<file path="config.mk">
export PLATFORM = sky130hd
export DESIGN_NAME = key_tx_sequencer_flat
export DESIGN_NICKNAME = d
export VERILOG_FILES = /design/src/rtl/keytx_pkg.sv /design/src/rtl/key_tx_sequencer_if.sv /design/src/rtl/keytx_timer.sv /design/src/rtl/key_tx_sequencer.sv /design/src/flat_wrapper.sv
export SDC_FILE = /design/constraint.sdc
export NUM_CORES = 1
export LEC_CHECK = 0
export BUFFER_PORTS_ARGS = -buffer_cell sky130_fd_sc_hd__clkbuf_2
export CAP_MARGIN = 20
export CORE_ASPECT_RATIO = 0.75
export CORE_UTILIZATION = 49
export CTS_CLUSTER_SIZE = 12
export DETAILED_ROUTE_END_ITERATION = 12
export PLACE_DENSITY = 0.82
export SYNTH_ARGS = -nofsm -noshare
export SYNTH_HDL_FRONTEND = slang
export SYNTH_SLANG_ARGS = --single-unit
</file>
<file path="constraint.sdc">
create_clock -name clk_i -period 9.5 [get_ports clk_i]
set_clock_uncertainty 0.05 [all_clocks]
set_input_delay 1.9 -clock clk_i [delete_from_list [all_inputs] [get_ports clk_i]]
set_output_delay 1.9 -clock clk_i [all_outputs]
set_load 0.005 [all_outputs]
</file>
<file path="src/rtl/keytx_pkg.sv">
// Shared types and sizing helpers for the key transmit sequencer.
// Optional checksum frame is selected by CHECKSUM_EN.
package keytx_pkg;

  typedef enum logic [2:0] {
    IDLE, LOAD, SEND, WAIT, GAP, CSUM, FINISH, ABORT
  } state_t;

  typedef logic [7:0] byte_t;

  localparam int KEY_BYTES_DEFAULT = 32;

  // The checksum frame reports index NUM_BYTES, so it needs one more code point.
  function automatic int idx_width(input int n);
`ifdef CHECKSUM_EN
    return $clog2(n + 1);
`else
    return (n > 1) ? $clog2(n) : 1;
`endif
  endfunction

  localparam int KEY_IDX_W = idx_width(KEY_BYTES_DEFAULT);

endpackage

</file>
<file path="src/rtl/key_tx_sequencer_if.sv">
// Byte handshake between the key sequencer (master) and the UART Transmitter (slave).
interface key_tx_sequencer_if;
  logic              tx_active_i;
  logic              tx_done_i;
  logic              tx_dv_o;
  keytx_pkg::byte_t  tx_byte_o;

  modport master (input tx_active_i, input tx_done_i, output tx_dv_o, output tx_byte_o);
  modport slave  (output tx_active_i, output tx_done_i, input tx_dv_o, input tx_byte_o);
endinterface

</file>
<file path="src/rtl/keytx_timer.sv">
// Loadable down-counter that saturates at zero; zero_o flags an expired count.
module keytx_timer #(
  parameter int W = 8
) (
  input  logic         clk_i,
  input  logic         rst_i,
  input  logic         load_i,
  input  logic         en_i,
  input  logic [W-1:0] load_val_i,
  output logic         zero_o
);

  logic [W-1:0] cnt_q, cnt_d;

  always_comb begin
    cnt_d = cnt_q;
    if (load_i) begin
      cnt_d = load_val_i;
    end else if (en_i && (cnt_q != '0)) begin
      cnt_d = cnt_q - 1'b1;
    end
  end

  always_ff @(posedge clk_i or posedge rst_i) begin
    if (rst_i) cnt_q <= '0;
    else       cnt_q <= cnt_d;
  end

  assign zero_o = (cnt_q == '0);

endmodule

</file>
<file path="src/rtl/key_tx_sequencer.sv">
// Streams a latched key one byte per Transmitter frame while unlocked; first tx_dv_o 2 clks after start_i.
// Frames are paced by tx_done_i plus GAP_CLKS; lock loss or timeout aborts and wipes. CHECKSUM_EN adds an XOR frame.
module key_tx_sequencer
  import keytx_pkg::*;
#(
  parameter int NUM_BYTES    = KEY_BYTES_DEFAULT,
  parameter int GAP_CLKS     = 87,
  parameter int TIMEOUT_CLKS = 2048,
  localparam int IDX_W       = idx_width(NUM_BYTES)
) (
  input  logic                   clk_i,
  input  logic                   rst_i,
  input  logic                   start_i,
  input  logic                   unlock_i,
  input  logic [NUM_BYTES*8-1:0] key_i,
  key_tx_sequencer_if.master     tx,
  output logic [IDX_W-1:0]       byte_idx_o,
  output logic                   busy_o,
  output logic                   done_o,
  output logic                   abort_o
);

  localparam int SEL_W = (NUM_BYTES > 1) ? $clog2(NUM_BYTES) : 1;
  localparam int GAP_W = (GAP_CLKS > 1) ? $clog2(GAP_CLKS) : 1;
  localparam int TO_W  = (TIMEOUT_CLKS > 2) ? $clog2(TIMEOUT_CLKS) : 1;
  // Loaded on the dv cycle so it expires on the (TIMEOUT_CLKS-1)th clock after tx_dv_o.
  localparam logic [TO_W-1:0]  TO_LOAD  = TO_W'(TIMEOUT_CLKS - 2);
  localparam logic [GAP_W-1:0] GAP_LOAD = GAP_W'((GAP_CLKS > 0) ? GAP_CLKS - 1 : 0);

  state_t                 state_q, state_d;
  logic [NUM_BYTES*8-1:0] shadow_q, shadow_d;
  logic [IDX_W-1:0]       idx_q, idx_d;
  logic                   lost_q, lost_d;
  logic                   gap_load, gap_zero, to_load, to_zero;
  logic                   tx_dv;
  byte_t                  tx_byte, key_byte, cur_byte;
  logic                   lost;

  assign key_byte = byte_t'(shadow_q >> {idx_q[SEL_W-1:0], 3'b000});
  assign lost     = lost_q | ~unlock_i;

`ifdef CHECKSUM_EN
  byte_t csum;
  logic  csum_frame;

  always_comb begin
    csum = '0;
    for (int k = 0; k < NUM_BYTES; k++) csum ^= shadow_q[k*8 +: 8];
  end

  assign csum_frame = (idx_q == IDX_W'(NUM_BYTES));
  assign cur_byte   = csum_frame ? csum : key_byte;
`else
  logic last;
  assign last     = (idx_q == IDX_W'(NUM_BYTES - 1));
  assign cur_byte = key_byte;
`endif

  always_comb begin
    state_d  = state_q;
    shadow_d = shadow_q;
    idx_d    = idx_q;
    lost_d   = lost_q;
    gap_load = 1'b0;
    to_load  = 1'b0;
    tx_dv    = 1'b0;
    tx_byte  = '0;
    done_o   = 1'b0;
    abort_o  = 1'b0;
    case (state_q)
      IDLE: begin
        if (start_i && unlock_i && !tx.tx_active_i) state_d = LOAD;
      end
      LOAD: begin
        shadow_d = key_i;
        idx_d    = '0;
        lost_d   = 1'b0;
        state_d  = SEND;
      end
      SEND, CSUM: begin
        tx_byte = cur_byte;
        if (!unlock_i) begin
          state_d = ABORT;
        end else begin
          tx_dv   = 1'b1;
          to_load = 1'b1;
          state_d = WAIT;
        end
      end
      WAIT: begin
        // The frame already on the wire finishes; lock loss only decides where we go next.
        tx_byte = cur_byte;
        if (!unlock_i) lost_d = 1'b1;
        if (tx.tx_done_i) begin
          if (lost) begin
            state_d = ABORT;
`ifdef CHECKSUM_EN
          end else if (csum_frame) begin
`else
          end else if (last) begin
`endif
            state_d = FINISH;
          end else begin
            idx_d = idx_q + 1'b1;
            if (GAP_CLKS == 0) begin
`ifdef CHECKSUM_EN
              state_d = (idx_d == IDX_W'(NUM_BYTES)) ? CSUM : SEND;
`else
              state_d = SEND;
`endif
            end else begin
              gap_load = 1'b1;
              state_d  = GAP;
            end
          end
        end else if (to_zero) begin
          state_d = ABORT;
        end
      end
      GAP: begin
        if (!unlock_i) begin
          state_d = ABORT;
        end else if (gap_zero) begin
`ifdef CHECKSUM_EN
          state_d = csum_frame ? CSUM : SEND;
`else
          state_d = SEND;
`endif
        end
      end
      FINISH: begin
        done_o   = 1'b1;
        shadow_d = '0;
        idx_d    = '0;
        state_d  = IDLE;
      end
      ABORT: begin
        abort_o  = 1'b1;
        shadow_d = '0;
        idx_d    = '0;
        state_d  = IDLE;
      end
      default: state_d = IDLE;
    endcase
  end

  always_ff @(posedge clk_i or posedge rst_i) begin
    if (rst_i) begin
      state_q  <= IDLE;
      shadow_q <= '0;
      idx_q    <= '0;
      lost_q   <= 1'b0;
    end else begin
      state_q  <= state_d;
      shadow_q <= shadow_d;
      idx_q    <= idx_d;
      lost_q   <= lost_d;
    end
  end

  keytx_timer #(.W(GAP_W)) u_gap_timer (
    .clk_i      (clk_i),
    .rst_i      (rst_i),
    .load_i     (gap_load),
    .en_i       (state_q == GAP),
    .load_val_i (GAP_LOAD),
    .zero_o     (gap_zero)
  );

  keytx_timer #(.W(TO_W)) u_timeout_timer (
    .clk_i      (clk_i),
    .rst_i      (rst_i),
    .load_i     (to_load),
    .en_i       (state_q == WAIT),
    .load_val_i (TO_LOAD),
    .zero_o     (to_zero)
  );

  assign tx.tx_dv_o   = tx_dv;
  assign tx.tx_byte_o = tx_byte;
  assign byte_idx_o   = idx_q;
  assign busy_o       = (state_q != IDLE);

endmodule

</file>
<file path="src/flat_wrapper.sv">
// flat-port wrapper written by rule: the top's interface ports become plain ports
module key_tx_sequencer_flat import keytx_pkg::*;
#(
  parameter int NUM_BYTES    = KEY_BYTES_DEFAULT,
  parameter int GAP_CLKS     = 87,
  parameter int TIMEOUT_CLKS = 2048,
  localparam int IDX_W       = idx_width(NUM_BYTES)
)
  (clk_i, rst_i, start_i, unlock_i, key_i, byte_idx_o, busy_o, done_o, abort_o, tx_tx_active_i, tx_tx_done_i, tx_tx_dv_o, tx_tx_byte_o);
  key_tx_sequencer_if tx_i ();
  input  logic clk_i;
  input  logic rst_i;
  input  logic start_i;
  input  logic unlock_i;
  input  logic [NUM_BYTES*8-1:0] key_i;
  output logic [IDX_W-1:0] byte_idx_o;
  output logic busy_o;
  output logic done_o;
  output logic abort_o;
  input wire logic [$bits(tx_i.tx_active_i)-1:0] tx_tx_active_i;
  input wire logic [$bits(tx_i.tx_done_i)-1:0] tx_tx_done_i;
  output wire logic [$bits(tx_i.tx_dv_o)-1:0] tx_tx_dv_o;
  output wire logic [$bits(tx_i.tx_byte_o)-1:0] tx_tx_byte_o;
  assign tx_i.tx_active_i = tx_tx_active_i;
  assign tx_i.tx_done_i = tx_tx_done_i;
  assign tx_tx_dv_o = tx_i.tx_dv_o;
  assign tx_tx_byte_o = tx_i.tx_byte_o;
  key_tx_sequencer #(.NUM_BYTES(NUM_BYTES), .GAP_CLKS(GAP_CLKS), .TIMEOUT_CLKS(TIMEOUT_CLKS)) u_core (.clk_i(clk_i), .rst_i(rst_i), .start_i(start_i), .unlock_i(unlock_i), .key_i(key_i), .tx(tx_i), .byte_idx_o(byte_idx_o), .busy_o(busy_o), .done_o(done_o), .abort_o(abort_o));
endmodule
</file>
After elaboration in Yosys (flattened, before gate mapping)
Cells that the tools add are included.

Bits in registers: 283. Logic and storage cells: 79. Output and inout port bits: 17.

Muxes and demuxes: 29. Equal/unequal tests: 15. Add/subtract/negate cells: 3. Reductions and logical operators: 23. Shift operators: 1. Bitwise gates (word level): 2.

Operators by type and width (count): 256-bit one-hot mux with 2 select lines (1); 256-bit by 8-bit right shift with 8-bit output (1); 11-bit 2-to-1 mux (2); 3-bit 2-to-1 mux (7); 3-bit one-hot mux with 6 select lines (1); 5-bit 2-to-1 mux (3); 7-bit 2-to-1 mux (2); 3-bit == test (second input constant) (4); 11-bit zero test (1); 11-bit nonzero test (1); 11-bit by 1-bit subtractor with 11-bit output (second input constant) (1); 5-bit one-hot mux with 2 select lines (1); 2-bit nonzero test (5); 1-bit 2-to-1 mux (9); 8-bit 2-to-1 mux (1); 2-bit inequality test (second input constant) (4); 7-bit zero test (1); 7-bit nonzero test (1); 7-bit by 1-bit subtractor with 7-bit output (second input constant) (1); 3-bit by 2-bit == test with 1-bit output (second input constant) (2); 3-bit by 2-bit inequality test with 1-bit output (second input constant) (2); 3-bit OR reduction (2); 5-bit by 1-bit adder with 5-bit output (second input constant) (1); 5-bit == test (second input constant) (1); other kinds (14) (18).

Logic depth before layout (Yosys ltp)
Word-level depth: 6. Mapped depth: 8. Depth with buffers taken out: 7.

Hierarchy
A second synthesis with hierarchy kept.

Cells, all modules: 950. Area, all modules: 12998.7 µm².

Modules (own cells, without submodules): key_tx_sequencer (cells each 813, times used 1, area an instance 11802.6 µm²); keytx_timer at u_core.u_timeout_timer (cells each 79, times used 1, area an instance 691.9 µm²); keytx_timer at u_core.u_gap_timer (cells each 58, times used 1, area an instance 504.2 µm²).

Worst setup path before layout
Ideal clock, no wire load.

Path type: input-to-output. Start point: input port unlock_i. End point: output port tx_tx_dv_o. Data required time: 7.550 ns. Path slack: 5.141 ns. Stages: 4. Arrival time: 2.409 ns. Path through: inv_1 > a21o_1 > clkbuf_1 > inv_1.

Longest elaborated chain between the ends: 2.

RTL lines: start, declared (RTL line flat_wrapper.sv:14) `input logic unlock_i;`; 1-bit 2-to-1 mux (RTL line key_tx_sequencer.sv:82) `if (!unlock_i) begin`; 1-bit 2-to-1 mux (RTL line key_tx_sequencer.sv:70) `case (state_q)`; end, declared (RTL line flat_wrapper.sv:22) `output wire logic [$bits(tx_i.tx_dv_o)-1:0] tx_tx_dv_o;`.

Every way passes these cells.

Worst setup path after layout
Start point: register u_core.idx_q[0], in the netlist u_core.byte_idx_o[0]. End point: output port tx_tx_byte_o[7].

Longest elaborated chain between the ends: 2.

RTL lines: start, declared (RTL line key_tx_sequencer.sv:32) `logic [IDX_W-1:0] idx_q, idx_d;`; start signal, assigned (RTL line key_tx_sequencer.sv:156) `idx_q <= idx_d;`; 256-bit by 8-bit right shift with 8-bit output (RTL line key_tx_sequencer.sv:39) `assign key_byte = byte_t'(shadow_q >> {idx_q[SEL_W-1:0], 3'b000});`; 8-bit 2-to-1 mux (RTL line key_tx_sequencer.sv:70); end, declared (RTL line flat_wrapper.sv:23) `output wire logic [$bits(tx_i.tx_byte_o)-1:0] tx_tx_byte_o;`.

Every way passes these cells.

==> results.py <==
metrics = {
    "critical_path": {
        "crit_fanout": 45,
        "startpoint": "u_core.byte_idx_o[0]",
        "cp-start-kind": "flop",
        "slowest_stage": "buf_4",
        "crit_buf_inv": 2,
        "endpoint": "tx_tx_byte_o[7]",
        "critical_path_class": "flop to output pin",
        "max_stage_delay_ns": 0.76,
        "r2r_end": "u_core.byte_idx_o[0]",
        "critical_path_depth": 6,
        "cp_cell_sequence": "buf_4, mux4_2, a22oi_1, o211ai_1, and3_1, clkbuf_2",
        "r2r_setup_slack_ns": 6.30,
        "critPathArrivalTime_ns": 3.49,
        "reg2reg_depth": 7,
        "critical_path_required_ns": 7.55,
        "critical_path.top_delay_family": "buffers and inverters",
        "r2r-start": "u_core.byte_idx_o[0]",
        "end_kind": "output pin",
    },
    "clock_tree": {
        "cts_hold_buf": 0,
        "cts_buffer_depth": 3,
        "root_buffer": "clkbuf_16",
        "cts.clk_slew.worst_paths_ns": 0.06,
        "worstSkewPairLatency_ns": 0.54,
        "cts_max_level": 1,
        "cts_buffers": 29,
        "post-cts-setup-buffers": 0,
        "cts_sinks": 283,
        "cts_tree": "done",
        "cts_resized": 0,
    },
    "placement": {
        "dp_hpwl_um": 24710,
        "portBuffers": 278,
        "routabilityCongestion": 0.8965,
    },
    "floorplan": {
        "row_count": 50,
        "io_pins": 279,
        "start_util_pct": 50.48,
        "die-area_um2": 26690,
        "die_w_um": 188.3,
        "core_area_um2": 25270,
        "die-height_um": 141.7,
    },
    "final_layout": {
        "drive_above_1_share_pct": 35.45,
        "multi_input_area_um2": 5167,
        "syn_to_final_growth_pct": 18.29,
        "mostFrequentLayoutCells": "280 x dfrtp_1, 278 x clkbuf_2, 257 x a22o_1, 57 x mux4_2, 29 x clkbuf_16",
        "fillers": 1976,
        "seqCellArea_um2": 7091,
        "final_common_cell": "dfrtp_1",
        "fin_nets": 1403,
    },
    "synth": {
        "synth.distinct_cells": 61,
        "netlist_instances": 901,
        "syn_avg_cell_area_um2": 14.16,
        "ys_warn_count": 0,
        "syn_area_um2": 12760,
        "ys_ff_latch": 283,
        "ys.flop_type": "dfrtp_1",
        "async_reset_ff_share_pct": 100.0,
        "synth_edf_count": 0,
        "synth_nets": 1168,
        "yosysSeqAreaShare_pct": 55.51,
    },
    "timing": {
        "finalCriticalPeriod_ns": 5.437,
        "fmax_ghz": 0.1839,
        "setup_viol": 0,
        "worstMarginPinSlew_ns": 1.072,
        "rsz0062_at_grt": "no",
        "max_slew_margin_pct": 28.50,
        "hold_violations": 0,
        "period_share_pct": 57.23,
        "finalSetupTns_ns": 0,
        "slew_viol_final": 0,
        "whs_ns": 0.4433,
    },
    "grt": {
        "grt_usage_pct": 26.80,
        "grt_max_degree": 84,
        "antenna_found_initial": 0,
        "grt_pass1_wl_um": 55120,
        "grt_pass1_vias": 9218,
        "gr-total-overflow": 0,
    },
    "pwr": {
        "leakage_nw": 7.170,
        "ir_drop_uv": 187.9,
        "power_density_nw_per_um2": 299.3,
    },
    "run_status": {
        "outcome": "finished, final reports clean",
    },
    "routing": {
        "drt-total-wl_um": 35470,
        "first_iter_violations": 816,
        "drc": 0,
        "viasPerCell": 6.313,
        "ant_nets": 0,
        "vias": 9406,
        "wl_per_cell_um": 23.81,
        "dr.pass1.iters": 7,
    },
    "worst_hold_path": {
        "hp-class": "flop to flop",
    },
    "job": {
        "drv_cap": 0,
    },
}
power breakdown:
part | internal, mW | switching [mW] | leakage [nW]
Combinational | 0.743 | 0.779 | 3.05
Clock | 0.628 | 0.456 | 0.432
Sequential | 1.57 | 0.340 | 3.69
Total | 2.94 | 1.57 | 7.17
stage by stage:
stage | utilization, % | setup WS (ns) | instances | area, um2 | power [mW]
floorplan | - | 3.801 | 901 | 12760 | 3.008
global placement | 56.21 | 4.617 | 1443 | 14210 | 3.370
detailed placement | 56.21 | 4.555 | 1443 | 14210 | 3.427
CTS | 59.70 | 3.971 | 1489 | 15090 | 4.526
global route | 59.70 | 3.851 | 1489 | 15090 | 4.754
finish | 59.71 | 4.063 | 1490 | 15090 | 4.517
flip-flops by register name, indices dropped and copies added, names as in the netlist:
signal                        cells
u_core.byte_idx_o                 5
u_core.u_timeout_timer.cnt_q     11
u_core.u_gap_timer.cnt_q          7
u_core.shadow_q                 256
u_core.lost_q                     1
u_core.state_q                    3
worst min-delay path by stage:
| stage | cells after the start | to | slack [ns] | from |
|---|---|---|---|---|
| floorplan | 1 | u_core.shadow_q[105] | 0.41 | u_core.shadow_q[105] |
| global placement | 1 | u_core.shadow_q[10] | 0.42 | u_core.shadow_q[10] |
| detailed placement | 1 | u_core.shadow_q[28] | 0.43 | u_core.shadow_q[28] |
| CTS | 1 | u_core.shadow_q[221] | 0.45 | u_core.shadow_q[221] |
| global route | 1 | u_core.shadow_q[89] | 0.45 | u_core.shadow_q[89] |
| finish | 1 | u_core.shadow_q[221] | 0.44 | u_core.shadow_q[221] |
logic make-up after synthesis:
logic type	count (synthesis)	synth area share [%]
simple gates	91	4.031
buf+inv	97	4.099
fa+ha+maj	5	0.4903
compound gates	328	21.78
flops	283	55.51
mux	91	13.68
xor+xnor	6	0.4119
layer usage:
metal / up-vias / global-route usage (%) / part of all wire (%)
li1: 4055 / - / -
met1: 4821 / 41.87 / 46
met2: 471 / 37.79 / 43
met3: 59 / 5.738 / 8.6
met4: 0 / 7.088 / 2.5
met5: - / 0 / 0
layout make-up:
cell class              instances  share of cell area, %
inverters                      11                 0.2985
flip-flops and latches        283                  46.98
diodes                          1                0.01658
multi-input cells             521                  34.24
well taps                     338                  2.802
repair buffers                290                  9.816
clock inverters                 6                 0.6301
clock buffers                  40                  5.215
cell usage after synthesis (all sizes together) (3+ instances only):
cell type	number	area, um2
mux2i	21	210.2
nor2b	6	37.54
clkbuf	33	127.6
inv	11	41.29
and3	6	37.54
mux2	6	67.56
or4	5	41.29
xnor2	5	43.79
o31ai	6	50.05
a22oi	8	65.06
or3	3	18.77
nand3	7	35.03
a211oi	3	22.52
o211ai	6	45.04
o21ai	13	65.06
a221o	5	50.05
dfrtp	283	7082
ha	5	62.56
mux4	64	1468
nand2	26	97.59
a22o	257	2251
buf	52	344.1
nor2	15	56.30
and2	4	25.02
a21oi	9	45.04
a31oi	7	43.79
No activity file was read; power rests on OpenSTA's default activity.
